===== src/rtl/nnoc_pkg.sv =====
// Shared definitions for the byte-wide shift path: deserializer state
// encoding and the word width used by the shift-register chain.
package nnoc_pkg;

    localparam int unsigned WORD_WIDTH = 8;

    typedef enum logic {
        FILL = 1'b0,
        HOLD = 1'b1
    } deser_state_t;

endpackage


===== src/rtl/word_deserializer.sv =====
// Packs LANES consecutive WIDTH-bit words into one output vector.
// A single holding register plus fill index gives full-rate streaming.
module word_deserializer
    import nnoc_pkg::*;
#(
    parameter int unsigned LANES = 4,
    parameter int unsigned WIDTH = WORD_WIDTH
) (
    input  logic                       clk,
    input  logic                       reset,
    input  logic                       in_valid,
    output logic                       in_ready,
    input  logic [WIDTH-1:0]           in_data,
    input  logic                       in_last,
    output logic                       out_valid,
    input  logic                       out_ready,
    output logic [LANES*WIDTH-1:0]     out_data,
    output logic [$clog2(LANES+1)-1:0] out_count
);

    localparam int unsigned IDXW = (LANES > 1) ? $clog2(LANES) : 1;
    localparam int unsigned CW   = $clog2(LANES + 1);
    localparam logic [IDXW-1:0] LAST_IDX = IDXW'(LANES - 1);

    deser_state_t            state_q;
    logic [IDXW-1:0]         idx_q;
    logic [LANES*WIDTH-1:0]  data_q;
    logic [CW-1:0]           count_q;
    logic                    valid_q;

    logic                    in_fire;
    logic [LANES*WIDTH-1:0]  restart_d;

    // out_ready -> in_ready is the only combinational path into in_ready.
    assign in_ready  = !reset && ((state_q == FILL) || out_ready);
    assign in_fire   = in_valid && in_ready;
    assign restart_d = {{((LANES-1)*WIDTH){1'b0}}, in_data};

    assign out_valid = valid_q;
    assign out_data  = data_q;
    assign out_count = count_q;

    always_ff @(posedge clk) begin
        if (reset) begin
            state_q <= FILL;
            idx_q   <= '0;
            data_q  <= '0;
            count_q <= '0;
            valid_q <= 1'b0;
        end else begin
            case (state_q)
                FILL: begin
                    if (in_fire) begin
                        data_q[idx_q*WIDTH +: WIDTH] <= in_data;
                        if ((idx_q == LAST_IDX) || in_last) begin
                            state_q <= HOLD;
                            valid_q <= 1'b1;
                            count_q <= CW'(idx_q) + CW'(1);
                            idx_q   <= '0;
                        end else begin
                            idx_q <= idx_q + IDXW'(1);
                        end
                    end
                end
                HOLD: begin
                    if (out_ready) begin
                        if (in_valid) begin
                            // Handoff: new word starts the next vector in lane 0.
                            data_q <= restart_d;
                            if ((LANES == 1) || in_last) begin
                                count_q <= CW'(1);
                            end else begin
                                state_q <= FILL;
                                valid_q <= 1'b0;
                                idx_q   <= IDXW'(1);
                            end
                        end else begin
                            state_q <= FILL;
                            valid_q <= 1'b0;
                            data_q  <= '0;
                        end
                    end
                end
                default: begin
                    state_q <= FILL;
                    valid_q <= 1'b0;
                end
            endcase
        end
    end

endmodule

===== config.mk =====
export PLATFORM = sky130hd
export DESIGN_NAME = word_deserializer
export DESIGN_NICKNAME = d
export VERILOG_FILES = /design/src/rtl/nnoc_pkg.sv /design/src/rtl/word_deserializer.sv
export SDC_FILE = /design/constraint.sdc
export NUM_CORES = 1
export LEC_CHECK = 0
export BUFFER_PORTS_ARGS = -buffer_cell sky130_fd_sc_hd__buf_2
export CAP_MARGIN = 20
export CORE_UTILIZATION = 29
export CTS_CLUSTER_DIAMETER = 50
export CTS_CLUSTER_SIZE = 12
export DETAILED_ROUTE_END_ITERATION = 7
export GPL_TIMING_DRIVEN = 0
export PLACE_DENSITY = 0.48
export SLEW_MARGIN = 15
export SYNTH_ARGS = -nofsm -noshare
export SYNTH_HDL_FRONTEND = slang
export SYNTH_SLANG_ARGS = --single-unit

===== constraint.sdc =====
create_clock -name clk -period 2.3 [get_ports clk]
set_input_delay 0.115 -clock clk [delete_from_list [all_inputs] [get_ports clk]]
set_output_delay 0.115 -clock clk [all_outputs]
set_load 0.005 [all_outputs]

After elaboration in Yosys (flattened, before gate mapping)
Cells that the tools add are included.
{"block": "word_totals", "regBits": 39, "elab_cells": 57, "in_bits": 13, "output_inout_bits": 37}
{"block": "op_classes", "reduce_logical": 9, "n_bitwise": 1, "n_shift": 2, "mux": 29, "add_sub_neg": 3, "n_eq_ne": 8}
{"op": "$mux W32", "n": 2}
{"op": "$pmux W32 S2", "n": 1}
{"op": "$neg A5 Y34", "n": 1}
{"op": "$shift A8 B34 Y32 const A", "n": 1}
{"op": "$shiftx A8 B34 Y32", "n": 1}
{"op": "$bwmux W32", "n": 1}
{"op": "$mux W3", "n": 5}
{"op": "$mux W1", "n": 10}
{"op": "$mux W2", "n": 5}
{"op": "$ne A2 B2 Y1 const B", "n": 5}
{"op": "$mux W8", "n": 1}
{"op": "$reduce_and A4 Y1", "n": 2}
{"op": "$pmux W3 S2", "n": 1}
{"op": "$reduce_and A5 Y1", "n": 1}
{"op": "$pmux W1 S2", "n": 2}
{"op": "$pmux W2 S2", "n": 1}
{"op": "$add A2 B1 Y3 const B", "n": 1}
{"op": "$ne A3 B3 Y1 const B", "n": 1}
{"op": "$add A2 B1 Y2 const B", "n": 1}
{"op": "$eq A2 B2 Y1 const B", "n": 1}
{"op": "$logic_and A1 B1 Y1", "n": 2}
{"op": "$logic_or A1 B1 Y1", "n": 2}
{"op": "$ne A2 B1 Y1 const B", "n": 1}
{"op": "$reduce_and A2 Y1", "n": 1}
{"op": "2 further kinds", "n": 2}

Depth between registers and ports, before layout
{"block": "logic_depth", "ltp_word": 6, "depth_mapped": 7, "mapped_depth_nobuf": 6}

Least setup slack after synthesis
OpenSTA, ideal clock, no wires.
{"block": "synth_path", "path_type": "register -> register", "startpoint": "reg idx_q[0]", "endpoint": "reg data_q[19], in the netlist out_data[19]", "t_arrival_ns": 2.065, "period_less_slack_ns": 2.135, "stages_incl_launch_ff": 8, "setup_slack_ns": 0.165, "path_buffers": 1, "required_time_ns": 2.230, "setup_time_ns": 0.070, "cell_sequence": "dfxtp_1 > clkbuf_1 > inv_1 > ha_1 > or3b_1 > nor3b_4 > nand3_1 > a21oi_1"}
{"block": "synth_via", "elab_chain_cells": 5, "word_cells_on_any_way": 6, "cone_classes": "add/sub (1); shift (2); mux (3)"}
{"element": "start: declaration", "line": "word_deserializer.sv:26", "source": "logic [IDXW-1:0] idx_q;"}
{"element": "start signal: assignment", "line": "word_deserializer.sv:61", "source": "idx_q <= idx_q + IDXW'(1);"}
{"element": "$neg A5 Y34 *", "line": "word_deserializer.sv:54", "source": "data_q[idx_q*WIDTH +: WIDTH] <= in_data;"}
{"element": "$shiftx A8 B34 Y32 / $shift A8 B34 Y32 (equally long branches)", "line": "word_deserializer.sv:54"}
{"element": "$bwmux W32 *", "line": "word_deserializer.sv:54"}
{"element": "$mux W32 *", "line": "word_deserializer.sv:53", "source": "if (in_fire) begin"}
{"element": "$pmux W32 S2 *", "line": "word_deserializer.sv:51", "source": "case (state_q)"}
{"element": "end signal: indexed assignment", "line": "word_deserializer.sv:54"}
{"element": "end signal: assignment", "line": "word_deserializer.sv:69", "source": "data_q <= restart_d;"}
{"element": "end: declaration", "line": "word_deserializer.sv:27", "source": "logic [LANES*WIDTH-1:0] data_q;"}
Mark *: on every way between the ends. The rest lies on a longest branch, timed or not. The select of a mux whose other input is x is not followed.
A chain may end at the register's enable or synchronous reset.

Worst setup path in the final report
{"block": "layout_path", "startpoint": "reg idx_q[0]", "endpoint": "reg data_q[20], in the netlist out_data[20]"}
The elaborated chain is that of the path after synthesis.

==> implementation parameters <==
Parameter                              Value

STA
  Count of endpoints failing hold in the final timing report ... 0
  Max Clk Rate ... 470 MHz
  Unrepaired setup endpoints after global routing ... false
  Pins over their slew limit ... 0
  Worst Slack Setup Final ... 172 ps
  Shortest clock period the worst path allows after layout ... 2130 ps
  Accumulated negative setup slack ... 0 ps
  Tightest slew margin relative to the limit ... 56.3%
  Number of endpoints failing setup at the final stage ... 0
  Clock skew after layout ... 8.21 ps
  Share of the clock period used by the worst path ... 92.5%
  Transition at the pin with the smallest max-transition slack ... 656 ps

Placed design
  Port Buf Inserts ... 48
  Detailed-placement wirelength estimate ... 3160 µm
  Placement Setup Slack ... -195 ps
  Routability cong. ... 0.743

Critical path
  Required time at the endpoint of the critical path ... 2530 ps
  Register-to-Register Path Depth ... 8
  Largest stage delay on the critical path ... 430 ps
  Crit-path leading delay family ... simple AND/OR/NAND/NOR gates
  Startpoint types ... flop
  Type of element capturing the critical path ... flop
  Highest-delay cell along the critical path ... sky130_fd_sc_hd__or3b_4
  R2R Path End ... out_data[20]
  Critical path buffer and inverter count ... 3
  Worst r2r src ... idx_q[0]
  Critical setup path kind ... flop to flop
  Arrival time of the worst setup path ... 2360 ps
  Critical Path, Cell by Cell ... clkbuf_4 -> inv_1 -> ha_2 -> or3b_4 -> nor3b_4 -> buf_4 -> nand3_1 -> a21oi_1
  Reg-to-reg setup timing slack ... 170 ps
  Highest fanout seen on the critical path ... 8

Layout
  Post-Route Utilization ... 38.8%
  Fraction of layout cells with a size suffix above 1 ... 27.3%
  Footprint of the flip-flops and latches ... 782 µm²
  Number of diodes ... 0
  Fill cell count ... 621
  Commonest cells after routing, fill and taps aside ... sky130_fd_sc_hd__buf_2, sky130_fd_sc_hd__a21oi_1, sky130_fd_sc_hd__dfxtp_1
  Final Net Count ... 274
  Layout overhead on the synthesized area ... 27.7%
  Combined area of the multi-input logic cells ... 860 µm²
  Commonest non-fill, non-tap cell in the layout ... sky130_fd_sc_hd__buf_2

Power
  Share of power burned in combinational logic ... 10.0%
  Switch Pwr ... 0.354 mW
  Relative contribution of the clock network to total power ... 40.8%
  Static leakage ... 0.883 nW
  Sequential group share of total power ... 49.2%
  Pwr Density ... 658 nW/µm²
  Internal Dissipation ... 1.06 mW
  Maximum VDD drop ... 206 µV
  Switching Share ... 25.0%
  Total power ... 1.41 mW

Floorplan
  Horizontal extent of the die ... 78.2 µm
  Height of the die ... 78.2 µm
  Placeable Area ... 5540 µm²
  DIE AREA ... 6110 µm²
  IO Pins ... 50
  Initial Util ... 30.4%
  Std-Cell Rows ... 27

Global routing
  First-pass GRT wire length ... 6970 µm
  Global route total overflow ... 0
  Antenna violations before repair ... 0
  Combined global-route utilization of all metal layers ... 15.0%
  Via count of the first global-routing pass ... 1363
  Pin count of the biggest net entering global routing ... 14

Yosys
  Post-synthesis instance area ... 1680 µm²
  Post-Synthesis Cells ... 199
  Number of flops mapped to enable cells by yosys ... 0
  Synth Warn # ... 0
  Post-synthesis register bit count ... 39
  Sequential area share after synthesis ... 46.4%
  Syn avg cell area ... 8.46 µm²
  Most used flip-flop cell after synthesis ... sky130_fd_sc_hd__dfxtp_1
  Synth unique cells ... 32
  Synthesized netlist net count ... 218
  Fraction of synthesis flops using an asynchronous set or reset pin ... 0%

CTS
  Post-cts hold buffer count ... 0
  Clock buffers created by TritonCTS ... 5
  Clock tree from TritonCTS ... built
  Max clock buf depth ... 2
  CTS Root Cell ... sky130_fd_sc_hd__clkbuf_8
  Num Clock Sinks ... 39
  Register clock-pin slew on the reported worst setup and hold paths ... 80 ps
  Latest clock arrival within the worst-skew pair ... 290 ps
  H-tree depth ... 2

Route
  Via count ... 1559
  Number of optimization iterations in the first detailed-route pass ... 4
  Number of DRC markers after the initial detailed-route iteration ... 54
  Remaining antenna violation count after routing ... 0
  WL per Instance ... 13.5 µm
  Via density ... 4.75
  Post-detailed-routing wire length ... 4440 µm
  Post-route DRC violation count ... 0

Job
  # Max-Cap Violations ... 0

Worst hold path
  Number of instances on the worst hold path ... 3
  Class of the most critical hold timing path ... input port to flop
  Hold endpoint ... out_valid
  Launch point of the worst hold path ... in_last

Status
  Status ... complete, no violations
[worst register-to-register path: stages, from the launching register on]
cell and delay, ps:
sky130_fd_sc_hd__dfxtp_2 380, sky130_fd_sc_hd__clkbuf_4 210, sky130_fd_sc_hd__inv_1 110, sky130_fd_sc_hd__ha_2 380, sky130_fd_sc_hd__or3b_4 430, sky130_fd_sc_hd__nor3b_4 170
sky130_fd_sc_hd__buf_4 170, sky130_fd_sc_hd__nand3_1 90, sky130_fd_sc_hd__a21oi_1 140
[per-stage QoR]
step	cells	cell area [µm²]	hold slack, ps
floorplan	199	1680	262
global placement	319	2010	426
detailed placement	319	2010	420
CTS	328	2130	107
global route	328	2150	125
finish	328	2150	118
[flip-flops by register name, indices dropped and copies added, names as in the netlist]
name       count
idx_q          2
out_count      3
state_q        1
out_data      32
out_valid      1
[cells in the mapped netlist, drive strengths merged (2+ instances only)]
master | n | area, µm²
a21oi | 40 | 200
dfxtp | 39 | 781
nand2 | 35 | 131
nand3 | 25 | 125
nand3b | 8 | 60.1
clkbuf | 7 | 26.3
ha | 6 | 75.1
o21ai | 5 | 25.0
inv | 4 | 15.0
nor2 | 4 | 17.5
a21o | 3 | 22.5
nor3b | 3 | 45.1
a211oi | 2 | 15.0
buf | 2 | 12.5
nor2b | 2 | 12.5
[what timing repair did]
item / in CTS / in global routing
gates resized for setup: 1 / 7
setup buffers: 1 / 0
hold endpoints to repair: 0 / 0
setup endpoints to repair: 29 / 32
pin swaps: 1 / 0
[worst max-delay path by stage]
stage	endpoint	slack, ps	startpoint	cells after the start
2_1_floorplan	out_data[19]	160	idx_q[0]	7
3_3_place_gp	out_data[20]	-210	idx_q[0]	7
3_5_place_dp	out_data[20]	-190	idx_q[0]	7
4_1_cts	out_data[10]	9	idx_q[0]	7
5_1_grt	out_data[21]	30	idx_q[0]	8
6_report	out_data[20]	170	idx_q[0]	8
[area by class of cell]
class,count,share of cell area [%]
clock inverters,3,2.04
well taps,72,4.19
clock buffers,5,3.20
multi-input cells,147,40.0
flip-flops and latches,39,36.4
plain buffers,9,1.98
inverters,4,0.698
repair buffers,49,11.5
[logic make-up after synthesis]
group	Yosys count	synth area share, %
compound gates	54	17.8
simple gates	86	27.6
mux	1	0.595
flops	39	46.4
fa+ha+maj	6	4.46
buf+inv	13	3.20
[layer usage]
metal,GRT usage (%),part of all wire (%),wire [µm],vias up
li1,-,-,-,806
met4,5.00,1.3,57,0
met1,20.4,50,2240,718
met3,3.49,3.7,163,5
met2,23.2,45,1980,30
met5,0,0,0,-
[power by group through the flow]
stage	Sequential [mW]	Combinational, mW	Clock [mW]
2_1_floorplan	0.711	0.0816	0
3_3_place_gp	0.711	0.140	0
3_5_place_dp	0.711	0.139	0
4_1_cts	0.695	0.140	0.595
5_1_grt	0.697	0.158	0.623
6_report	0.695	0.142	0.577
Note: power is estimated with default switching activity, not from simulation.
